==> config.mk <==
export PLATFORM = sky130hd
export DESIGN_NAME = seven_segment_scanner
export DESIGN_NICKNAME = d
export VERILOG_FILES = /design/src/rtl/seven_segment_scanner_pkg.sv /design/src/rtl/seven_segment_scanner_decoder.sv /design/src/rtl/seven_segment_scanner.sv
export SDC_FILE = /design/constraint.sdc
export NUM_CORES = 1
export LEC_CHECK = 0
export CAP_MARGIN = 0
export CORE_AREA = 2 2 77 86
export CTS_CLUSTER_SIZE = 25
export DETAILED_ROUTE_END_ITERATION = 8
export DIE_AREA = 0 0 79 88
export PLACE_DENSITY = 0.78
export SLEW_MARGIN = 0
export SYNTH_ARGS = -nofsm -noshare
export SYNTH_HDL_FRONTEND = slang
export SYNTH_SLANG_ARGS = --single-unit
==> constraint.sdc <==
create_clock -name clk_i -period 3 [get_ports clk_i]
set_input_delay 0.75 -clock clk_i [delete_from_list [all_inputs] [get_ports clk_i]]
set_output_delay 0.75 -clock clk_i [all_outputs]
set_load 0.01 [all_outputs]
==> src/rtl/seven_segment_scanner_pkg.sv <==
// Shared definitions for the seven-segment scanner.
//   state_e  : scan FSM encoding (idle / blanking gap / digit lit)
//   NibbleW  : bits per displayed hex digit
//   SegW     : segment outputs per digit (a..g)
//   SegOff   : active-low "all segments off" pattern
package seven_segment_scanner_pkg;

    localparam int unsigned NibbleW = 4;
    localparam int unsigned SegW    = 7;

    localparam logic [SegW-1:0] SegOff = 7'h7F;

    typedef enum logic [1:0] {
        StIdle  = 2'd0,
        StBlank = 2'd1,
        StShow  = 2'd2
    } state_e;

endpackage

==> src/rtl/seven_segment_scanner_decoder.sv <==
// Hex-to-7-segment decoder (the SevenSegment block), purely combinational.
// Ports:
//   nibble_i     : hex digit 0..F
//   segments_n_o : active-low segments, bit order {g,f,e,d,c,b,a}
module seven_segment_scanner_decoder
    import seven_segment_scanner_pkg::*;
(
    input  logic [NibbleW-1:0] nibble_i,
    output logic [SegW-1:0]    segments_n_o
);

    logic [SegW-1:0] seg_on;

    // Table is written active-high (lit = 1) for readability, inverted at the output.
    always_comb begin
        seg_on = 7'h00;
        case (nibble_i)
            4'h0:    seg_on = 7'h3F;
            4'h1:    seg_on = 7'h06;
            4'h2:    seg_on = 7'h5B;
            4'h3:    seg_on = 7'h4F;
            4'h4:    seg_on = 7'h66;
            4'h5:    seg_on = 7'h6D;
            4'h6:    seg_on = 7'h7D;
            4'h7:    seg_on = 7'h07;
            4'h8:    seg_on = 7'h7F;
            4'h9:    seg_on = 7'h6F;
            4'hA:    seg_on = 7'h77;
            4'hB:    seg_on = 7'h7C;
            4'hC:    seg_on = 7'h39;
            4'hD:    seg_on = 7'h5E;
            4'hE:    seg_on = 7'h79;
            4'hF:    seg_on = 7'h71;
            default: seg_on = 7'h00;
        endcase
    end

    assign segments_n_o = ~seg_on;

endmodule

==> src/rtl/seven_segment_scanner.sv <==
// Time-multiplexed driver for NumDigits common-anode seven-segment digits.
// A pending value is loaded through a valid/ready handshake and copied into the
// displayed (shadow) value only at frame boundaries, so a frame never mixes values.
// Every digit slot starts with a dark gap of BlankTicks cycles to avoid ghosting.
// Ports:
//   clk_i          : rising-edge clock
//   reset_i        : synchronous, active-high reset
//   enable_i       : 1 = scan, 0 = dark/idle
//   value_in_i     : nibble i drives digit i (digit 0 = least significant)
//   dp_in_i        : decimal point per digit, 1 = on
//   load_valid_i   : value_in_i / dp_in_i are valid
//   load_ready_o   : pending slot is empty
//   frame_done_o   : one-cycle pulse at the end of the last digit slot
//   an_n_o         : anode enables, active-low
//   segments_n_o   : segment drive, active-low
//   dp_n_o         : decimal point, active-low
module seven_segment_scanner
    import seven_segment_scanner_pkg::*;
#(
    parameter int unsigned NumDigits     = 4,
    parameter int unsigned TicksPerDigit = 50000,
    parameter int unsigned BlankTicks    = 500,
    parameter bit          LzBlank       = 1'b1
) (
    input  logic                         clk_i,
    input  logic                         reset_i,
    input  logic                         enable_i,
    input  logic [NibbleW*NumDigits-1:0] value_in_i,
    input  logic [NumDigits-1:0]         dp_in_i,
    input  logic                         load_valid_i,
    output logic                         load_ready_o,
    output logic                         frame_done_o,
    output logic [NumDigits-1:0]         an_n_o,
    output logic [SegW-1:0]              segments_n_o,
    output logic                         dp_n_o
);

    localparam int unsigned IdxW  = $clog2(NumDigits);
    localparam int unsigned TickW = $clog2(TicksPerDigit);
    localparam int unsigned ValW  = NibbleW * NumDigits;

    localparam logic [IdxW-1:0]  LastIdx   = IdxW'(NumDigits - 1);
    localparam logic [TickW-1:0] BlankLast = TickW'(BlankTicks - 1);
    localparam logic [TickW-1:0] SlotLast  = TickW'(TicksPerDigit - 1);

    // ---------------------------------------------------------------------------------------
    // Scan FSM and counters
    // ---------------------------------------------------------------------------------------
    state_e           state_q, state_d;
    logic [TickW-1:0] tick_q,  tick_d;
    logic [IdxW-1:0]  idx_q,   idx_d;

    always_ff @(posedge clk_i) begin
        if (reset_i) begin
            state_q <= StIdle;
            tick_q  <= '0;
            idx_q   <= '0;
        end else begin
            state_q <= state_d;
            tick_q  <= tick_d;
            idx_q   <= idx_d;
        end
    end

    // tick runs across the whole slot (blank then lit) and only clears when the slot ends.
    always_comb begin
        state_d = state_q;
        tick_d  = tick_q;
        idx_d   = idx_q;
        if (!enable_i) begin
            state_d = StIdle;
            tick_d  = '0;
            idx_d   = '0;
        end else begin
            unique case (state_q)
                StIdle: begin
                    state_d = StBlank;
                    tick_d  = '0;
                    idx_d   = '0;
                end
                StBlank: begin
                    tick_d = tick_q + 1'b1;
                    if (tick_q == BlankLast) begin
                        state_d = StShow;
                    end
                end
                StShow: begin
                    if (tick_q == SlotLast) begin
                        state_d = StBlank;
                        tick_d  = '0;
                        idx_d   = (idx_q == LastIdx) ? '0 : idx_q + 1'b1;
                    end else begin
                        tick_d = tick_q + 1'b1;
                    end
                end
                default: begin
                    state_d = StIdle;
                    tick_d  = '0;
                    idx_d   = '0;
                end
            endcase
        end
    end

    // ---------------------------------------------------------------------------------------
    // Load handshake: pending slot and displayed shadow
    // ---------------------------------------------------------------------------------------
    logic [ValW-1:0]      pend_q,      pend_d;
    logic [NumDigits-1:0] pend_dp_q,   pend_dp_d;
    logic                 pend_full_q, pend_full_d;
    logic [ValW-1:0]      shadow_q,    shadow_d;
    logic [NumDigits-1:0] dp_shadow_q, dp_shadow_d;
    logic                 frame_done_q, frame_done_d;
    logic                 accept;
    logic                 xfer;

    assign accept = load_valid_i && !pend_full_q;
    // Boundary uses the registered frame_done, so a value accepted on that same cycle
    // is not yet visible to the transfer and waits a full frame.
    assign xfer   = pend_full_q && (frame_done_q || (state_q == StIdle));

    always_comb begin
        pend_d      = pend_q;
        pend_dp_d   = pend_dp_q;
        pend_full_d = pend_full_q;
        shadow_d    = shadow_q;
        dp_shadow_d = dp_shadow_q;
        if (accept) begin
            pend_d      = value_in_i;
            pend_dp_d   = dp_in_i;
            pend_full_d = 1'b1;
        end else if (xfer) begin
            pend_full_d = 1'b0;
        end
        if (xfer) begin
            shadow_d    = pend_q;
            dp_shadow_d = pend_dp_q;
        end
    end

    always_ff @(posedge clk_i) begin
        if (reset_i) begin
            pend_q      <= '0;
            pend_dp_q   <= '0;
            pend_full_q <= 1'b0;
            shadow_q    <= '0;
            dp_shadow_q <= '0;
        end else begin
            pend_q      <= pend_d;
            pend_dp_q   <= pend_dp_d;
            pend_full_q <= pend_full_d;
            shadow_q    <= shadow_d;
            dp_shadow_q <= dp_shadow_d;
        end
    end

    assign load_ready_o = !pend_full_q;

    // ---------------------------------------------------------------------------------------
    // Leading-zero detection and current-digit selection
    // ---------------------------------------------------------------------------------------
    logic [NumDigits-1:0] lz_mask;
    logic                 zero_run;

    // Walk from the most significant digit down; a digit is a leading zero while every
    // nibble at or above it is zero. Digit 0 always shows.
    always_comb begin
        lz_mask  = '0;
        zero_run = 1'b1;
        for (int i = int'(NumDigits) - 1; i >= 0; i--) begin
            zero_run   = zero_run && (shadow_q[i*NibbleW +: NibbleW] == '0);
            lz_mask[i] = LzBlank && zero_run && (i != 0);
        end
    end

    logic [NibbleW-1:0]   cur_nib;
    logic                 cur_dp;
    logic                 cur_lz;
    logic [NumDigits-1:0] cur_an_n;

    always_comb begin
        cur_nib  = '0;
        cur_dp   = 1'b0;
        cur_lz   = 1'b0;
        cur_an_n = '1;
        for (int i = 0; i < int'(NumDigits); i++) begin
            if (idx_q == IdxW'(i)) begin
                cur_nib     = shadow_q[i*NibbleW +: NibbleW];
                cur_dp      = dp_shadow_q[i];
                cur_lz      = lz_mask[i];
                cur_an_n[i] = 1'b0;
            end
        end
    end

    logic [SegW-1:0] dec_seg_n;

    seven_segment_scanner_decoder u_decoder (
        .nibble_i     (cur_nib),
        .segments_n_o (dec_seg_n)
    );

    // ---------------------------------------------------------------------------------------
    // Registered outputs (one cycle behind the FSM)
    // ---------------------------------------------------------------------------------------
    logic [NumDigits-1:0] an_n_q,  an_n_d;
    logic [SegW-1:0]      seg_n_q, seg_n_d;
    logic                 dp_n_q,  dp_n_d;

    // enable_i is folded in so the display goes dark on the very next cycle it drops.
    // A suppressed leading zero with its decimal point set lights only the point.
    always_comb begin
        an_n_d       = '1;
        seg_n_d      = SegOff;
        dp_n_d       = 1'b1;
        frame_done_d = enable_i && (state_q == StShow) && (tick_q == SlotLast) &&
                       (idx_q == LastIdx);
        if (enable_i && (state_q == StShow) && (!cur_lz || cur_dp)) begin
            an_n_d  = cur_an_n;
            dp_n_d  = !cur_dp;
            seg_n_d = cur_lz ? SegOff : dec_seg_n;
        end
    end

    always_ff @(posedge clk_i) begin
        if (reset_i) begin
            an_n_q       <= '1;
            seg_n_q      <= SegOff;
            dp_n_q       <= 1'b1;
            frame_done_q <= 1'b0;
        end else begin
            an_n_q       <= an_n_d;
            seg_n_q      <= seg_n_d;
            dp_n_q       <= dp_n_d;
            frame_done_q <= frame_done_d;
        end
    end

    assign an_n_o       = an_n_q;
    assign segments_n_o = seg_n_q;
    assign dp_n_o       = dp_n_q;
    assign frame_done_o = frame_done_q;

endmodule
==> summary.txt, run 1 <==
Timing
  – Final Cycle Share: 0.883
  – Worst slew margin: 0.413
  – Peak Freq: 378 MHz
  – RSZ-0062 raised after global routing: false
  – Final Skew: 0.00622 ns
  – # setup viols final: 0
  – Max Transition Viols Final: 0
  – Setup_tns: 0 ns
  – Fin Hold WS: 0.458 ns
  – Setup WS post-layout: 0.351 ns
  – Worst-margin pin slew: 0.874 ns
  – Final Hold Vio Count: 0
  – Fin crit period: 2.65 ns

Yosys
  – Synth unique cells: 45
  – Most common cell in the netlist: nand2_1
  – Synth top area share: 0.459
  – Number of flops mapped to enable cells by yosys: 0
  – Combinational family with the most area after synthesis: simple AND/OR/NAND/NOR gates
  – Post-Synth XOR/XNOR Area: 0.0380
  – Asr flop ratio synth: 0
  – Ys flop type: dfxtp_1
  – Synth Instances: 395
  – Top cells by area, synth: dfxtp_1, nand2_1, a21oi_1
  – Syn Std Cell Area: 0.00323 mm²
  – Avg Cell Area, Syn: 8.17 µm²
  – Synth cell count leaders: nand2_1, dfxtp_1, a21oi_1, nor2_1, clkbuf_1
  – Post-synthesis mux area share: 0.00659
  – Synthesized Nets: 434
  – Sequential area share after synthesis: 0.459
  – Compound-Gate Fraction of Synth Area: 0.138
  – Simple-gate share of the synthesized area: 0.263
  – Area leader, netlist: dfxtp_1
  – Adder-cell area share of the yosys netlist: 0.0582
  – Yosys Warn Count: 0
  – Seq cells post-synth: 74

Clock network
  – H-tree depth: 3
  – CTS Buffer Depth: 2
  – Number of gates resized after CTS: 0
  – Post-CTS setup buffers: 0
  – Clock Tree Root: clkbuf_8
  – Clock transition at path regs: 0.07 ns
  – Hold bufs inserted after CTS: 0
  – Num CTS Buffers: 9
  – CTS tree: yes
  – Clock sink count: 74
  – Later-pin clock latency in the skew report: 0.34 ns

Power
  – Max rail drop VDD: 0.000310 V
  – Leak: 1.36 nW
  – Total power per unit cell area: 499 mW/mm²

Critical path
  – Critical Path Start: idx_q[1]
  – Crit-path cells: inv_1 > ha_1 > nor2b_1 > a221oi_1 > o31ai_1 > inv_1 > ha_1 > nor2_1 > a211o_1 > nand3_1
  – CP Class: reg -> reg
  – CP Buf/Inv Count: 2
  – Largest delay contributor family on the critical path: compound AO/OA/AOI/OAI gates
  – Worst Setup Start Kind: register
  – WP data required: 3.28 ns
  – Critical path peak fanout: 12
  – Max incr delay on CP: 0.60 ns
  – Crit-path slowest cell: o31ai_1
  – FF-to-FF Start: idx_q[1]
  – CP endpoint kind: register
  – Critical path arrival: 2.93 ns

Floorplanning
  – CORE AREA: 0.00608 mm²
  – Initial Util: 0.530
  – Io pins: 38
  – Num rows: 30
  – Die Y: 88 µm
  – Die Wd: 79 µm
  – Die Area: 0.00695 mm²

Global routing
  – GRT Resource Usage Total: 0.205
  – GRT overflow: 0
  – Vias in the first global route: 2553
  – Pin count of the biggest net entering global routing: 42
  – First-pass GRT wire length: 11100 µm
  – Antenna violations before repair: 0

Min path
  – Worst Hold Launch: pend_q[1]
  – Hold WC Path Type: reg -> reg

Placed design
  – HPWL Detailed: 4620 µm
  – Port Buffers: 37
  – Routability Congestion: 0.902
  – Pre-CTS WS: 0.400 ns

Routing
  – WL final: 6510 µm
  – Post-DRT Antenna Nets: 0
  – Vias per cell: 5.30
  – Drt pass-1 iters: 4
  – DRC: 0
  – Wire per inst: 12.6 µm
  – Vias: 2735
  – Detailed Route Iter0 Violations: 142

Status
  – Status: finished clean

Final layout
  – Layout cells sized above 1: 0.0711
  – Area grow syn2layout: 20.1%
  – Fillers: 549
  – NumNets Final: 470
  – ANT cells: 0

Run
  – Max-Cap Viols: 0
state kept, by name, summed over array words and instances, names as in the netlist, 4 cells and up:
name          flops
pend_q           16
shadow_q         16
tick_q           16
segments_n_o      7
an_n_o            4
dp_shadow_q       4
pend_dp_q         4
final timing paths:
check	to	slack [ns]	depth (start not counted)
setup reg to reg	segments_n_o[1]	0.35	10
hold / removal	pend_q[1]	0.46	2
setup / recovery	segments_n_o[1]	0.35	10
hold reg to reg	pend_q[1]	0.46	2
cell families (layout without fill, tap and decap cells):
group,Yosys count,in the layout
multiplexers,2,2
flip-flops,74,74
AO/OA/AOI/OAI,72,72
XOR/XNOR,14,14
buffers and inverters,31,72
adder cells (fa/ha/maj),15,15
AND/OR/NAND/NOR,187,187
area by class of cell:
| type | count | area, µm² | area share |
|---|---|---|---|
| clock inverters | 2 | 35.0 | 0.00904 |
| flip-flops and latches | 74 | 1480 | 0.382 |
| repair buffers | 44 | 423 | 0.109 |
| multi-input cells | 290 | 1630 | 0.420 |
| well taps | 80 | 100 | 0.0258 |
| clock buffers | 14 | 163 | 0.0420 |
| inverters | 12 | 45.0 | 0.0116 |
cell usage in the layout, fill, tap and decap left out, drive strengths merged, types with 3 or more instances in the layout:
master / instances
nand4: 4
nand2: 101
clkdlybuf4s50: 37
nor2: 33
xor2: 6
clkbuf: 14
inv: 12
nand3b: 3
nor2b: 7
a21oi: 48
xnor2: 8
nor4: 3
or4: 4
nor3b: 5
buf: 7
nand3: 12
o221ai: 3
ha: 15
o21ai: 6
and3: 3
dfxtp: 74
through the flow:
step                cells  utilization  power [mW]  area (µm²)
floorplan             395            -        1.12        3230
global placement      500        0.605        1.18        3680
detailed placement    500        0.605        1.18        3680
CTS                   516        0.637        1.95        3870
global route          516        0.637        2.01        3870
finish                516        0.637        1.93        3870
power by group:
group          total [mW]  internal [mW]  switching [mW]
Sequential           1.02           1.01          0.0156
Combinational       0.137         0.0637          0.0736
Clock               0.772          0.430           0.342
Total                1.93           1.50           0.432
per-layer routing:
| layer | up-vias | wire, µm | track usage |
|---|---|---|---|
| li1 | 1401 | - | - |
| met1 | 1249 | 3150 | 0.261 |
| met2 | 70 | 2930 | 0.317 |
| met3 | 15 | 273 | 0.0526 |
| met4 | 0 | 164 | 0.118 |
| met5 | - | 0 | 0 |
tightest hold or removal path, delay by kind of cell (launching register included):
kind,cells,cell delay [ns]
DFF,1,0.31
and+or+nand+nor,1,0.05
AOI/OAI and AO/OA,1,0.05
Note: power is estimated with default switching activity, not from simulation.
==> run 2, diff against run 1 <==
--- a/config.mk
+++ b/config.mk
@@ -5,7 +5,6 @@
 export SDC_FILE = /design/constraint.sdc
 export NUM_CORES = 1
 export LEC_CHECK = 0
-export CAP_MARGIN = 0
 export CORE_AREA = 2 2 77 86
 export CTS_CLUSTER_SIZE = 25
 export DETAILED_ROUTE_END_ITERATION = 8
==> results of run 2 <==
Final layout, timing and power as in run 1 (identical DEF).
==> run 3, diff against run 2 <==
--- a/config.mk
+++ b/config.mk
@@ -9,6 +9,7 @@
 export CTS_CLUSTER_SIZE = 25
 export DETAILED_ROUTE_END_ITERATION = 8
 export DIE_AREA = 0 0 79 88
+export GPL_ROUTABILITY_DRIVEN = 0
 export PLACE_DENSITY = 0.78
 export SLEW_MARGIN = 0
 export SYNTH_ARGS = -nofsm -noshare
==> run 3 against run 2 <==
Against the previous run: final cell count stayed put; maximum frequency is 3.8% lower; first-iteration DRC count decreased by 3.5%; count of clock-buffer cells in the layout shrank 4; via count shrank 0.69%; flip-flop and latch count stayed put; hold slack worse by 0.00053 ns; die area did not move; critical path depth is the same; largest cell class unchanged; cell area grew 0.74%; worst setup slack worse by 0.10 ns; sequential power is essentially flat.
==> summary.txt, run 3 (synthesis results as in run 1) <==
Status
  – Status: finished clean (unchanged)

Global routing
  – GRT Resource Usage Total: 0.202 (was 0.205)
  – Pin count of the biggest net entering global routing: 42 (unchanged)
  – Antenna violations before repair: 0 (unchanged)
  – GRT overflow: 0 (unchanged)
  – First-pass GRT wire length: 11000 µm (was 11100 µm)
  – Vias in the first global route: 2464 (was 2553)

Critical path
  – WP data required: 3.29 ns (was 3.28 ns)
  – Worst Setup Start Kind: register (unchanged)
  – Max incr delay on CP: 0.66 ns (was 0.60 ns)
  – Critical path peak fanout: 12 (unchanged)
  – CP Class: reg -> reg (unchanged)
  – Crit-path cells: inv_1 > ha_1 > nor2b_1 > a221oi_1 > o31ai_1 > inv_1 > ha_1 > nor2_1 > a211o_1 > nand3_1 (unchanged)
  – Crit-path slowest cell: o31ai_1 (unchanged)
  – Critical path arrival: 3.04 ns (was 2.93 ns)
  – CP endpoint kind: register (unchanged)

Floorplanning
  – Initial Util: 0.530 (unchanged)
  – Io pins: 38 (unchanged)
  – CORE AREA: 0.00608 mm² (unchanged)
  – Die Wd: 79 µm (unchanged)
  – Die Y: 88 µm (unchanged)
  – Die Area: 0.00695 mm² (unchanged)
  – Num rows: 30 (unchanged)

Final layout
  – Commonest non-fill, non-tap cell in the layout: nand2_1 (unchanged)
  – NumNets Final: 470 (unchanged)
  – Non-filler cells, final: 516 (unchanged)
  – Area grow syn2layout: 21.0% (was 20.1%)
  – Most frequent cells in the layout: nand2_1, dfxtp_1, a21oi_1, clkdlybuf4s50_1, nor2_1 (unchanged)
  – Fillers: 553 (was 549)
  – Layout cells sized above 1: 0.0780 (was 0.0711)
  – Post-Route Utilization: 0.642 (was 0.637)
  – ANT cells: 0 (unchanged)
  – Leading registers by flop count: pend_q x16, shadow_q x16, tick_q x16 (unchanged)

Clock network
  – Clock Tree Root: clkbuf_8 (unchanged)
  – Num CTS Buffers: 9 (unchanged)
  – CTS Buffer Depth: 2 (unchanged)
  – Post-CTS setup buffers: 0 (unchanged)
  – Clock sink count: 74 (unchanged)
  – CTS tree: yes (unchanged)
  – H-tree depth: 3 (unchanged)
  – Hold bufs inserted after CTS: 0 (unchanged)
  – Clock transition at path regs: 0.08 ns (was 0.07 ns)
  – Number of gates resized after CTS: 0 (unchanged)
  – Later-pin clock latency in the skew report: 0.35 ns (was 0.34 ns)

Placed design
  – Cells after DPL: 500 (unchanged)
  – Port Buffers: 37 (unchanged)
  – Pre-CTS WS: 0.329 ns (was 0.400 ns)
  – HPWL Detailed: 4630 µm (was 4620 µm)

Timing
  – Fin crit period: 2.75 ns (was 2.65 ns)
  – Final Cycle Share: 0.918 (was 0.883)
  – Max Transition Viols Final: 0 (unchanged)
  – Worst-margin pin slew: 0.744 ns (was 0.874 ns)
  – Setup WS post-layout: 0.246 ns (was 0.351 ns)
  – # setup viols final: 0 (unchanged)
  – Peak Freq: 363 MHz (was 378 MHz)
  – RSZ-0062 raised after global routing: false (unchanged)
  – Final Hold Vio Count: 0 (unchanged)
  – Worst slew margin: 0.500 (was 0.413)
  – Setup_tns: 0 ns (unchanged)
  – Final Skew: 0.00779 ns (was 0.00622 ns)

Power
  – Tot Pwr: 2.03 mW (was 1.93 mW)
  – Leak: 1.37 nW (was 1.36 nW)
  – Max rail drop VDD: 0.000365 V (was 0.000310 V)
  – Total power per unit cell area: 519 mW/mm² (was 499 mW/mm²)

Routing
  – Detailed Route Iter0 Violations: 137 (was 142)
  – Post-DRT Antenna Nets: 0 (unchanged)
  – WL final: 6570 µm (was 6510 µm)
  – Drt pass-1 iters: 4 (unchanged)
  – Vias: 2716 (was 2735)
  – DRC: 0 (unchanged)
  – Wire per inst: 12.7 µm (was 12.6 µm)
  – Vias per cell: 5.26 (was 5.30)

Run
  – Max-Cap Viols: 0 (unchanged)

Min path
  – Hold WC Path Type: reg -> reg (unchanged)
[run 3: power by group]
part           total, mW  switching (mW)  leakage [nW]  internal (mW)
Combinational      0.137          0.0732         0.660         0.0635
Sequential          1.02          0.0160         0.601           1.01
Clock              0.867           0.375         0.109          0.492
[run 3: layer usage]
metal | wire length [µm] | GRT usage
met1 | 3080 | 0.252
met2 | 3020 | 0.328
met5 | 0 | 0
met3 | 323 | 0.0515
met4 | 138 | 0.0956
[run 3: worst paths after layout]
path	start	to	slack (ns)	cells after the start
max	idx_q[1]	segments_n_o[1]	0.25	10
min reg2reg	pend_q[9]	shadow_q[9]	0.46	2
max reg2reg	idx_q[1]	segments_n_o[1]	0.25	10
min	pend_q[9]	shadow_q[9]	0.46	2
[run 3: stage by stage]
step	hold slack [ns]	area, µm²
floorplan	0.430	3230
global placement	0.442	3680
detailed placement	0.445	3680
CTS	0.456	3900
global route	0.481	3900
finish	0.457	3900
[run 3: area by class of cell]
| cell class | count | area [µm²] | area share |
|---|---|---|---|
| multi-input combinational | 290 | 1630 | 0.417 |
| inverter | 12 | 45.0 | 0.0115 |
| clock inverter | 6 | 88.8 | 0.0228 |
| clock buffer | 10 | 138 | 0.0353 |
| timing repair buffer | 44 | 423 | 0.108 |
| tap | 80 | 100 | 0.0256 |
| sequential | 74 | 1480 | 0.380 |
[run 3: worst max-delay path: cells and delay by family, from the launching register on]
family,cells,cell delay (ns)
compound gates,3,1.03
fa+ha+maj,2,0.67
buf+inv,2,0.29
flops,1,0.39
simple gates,3,0.34
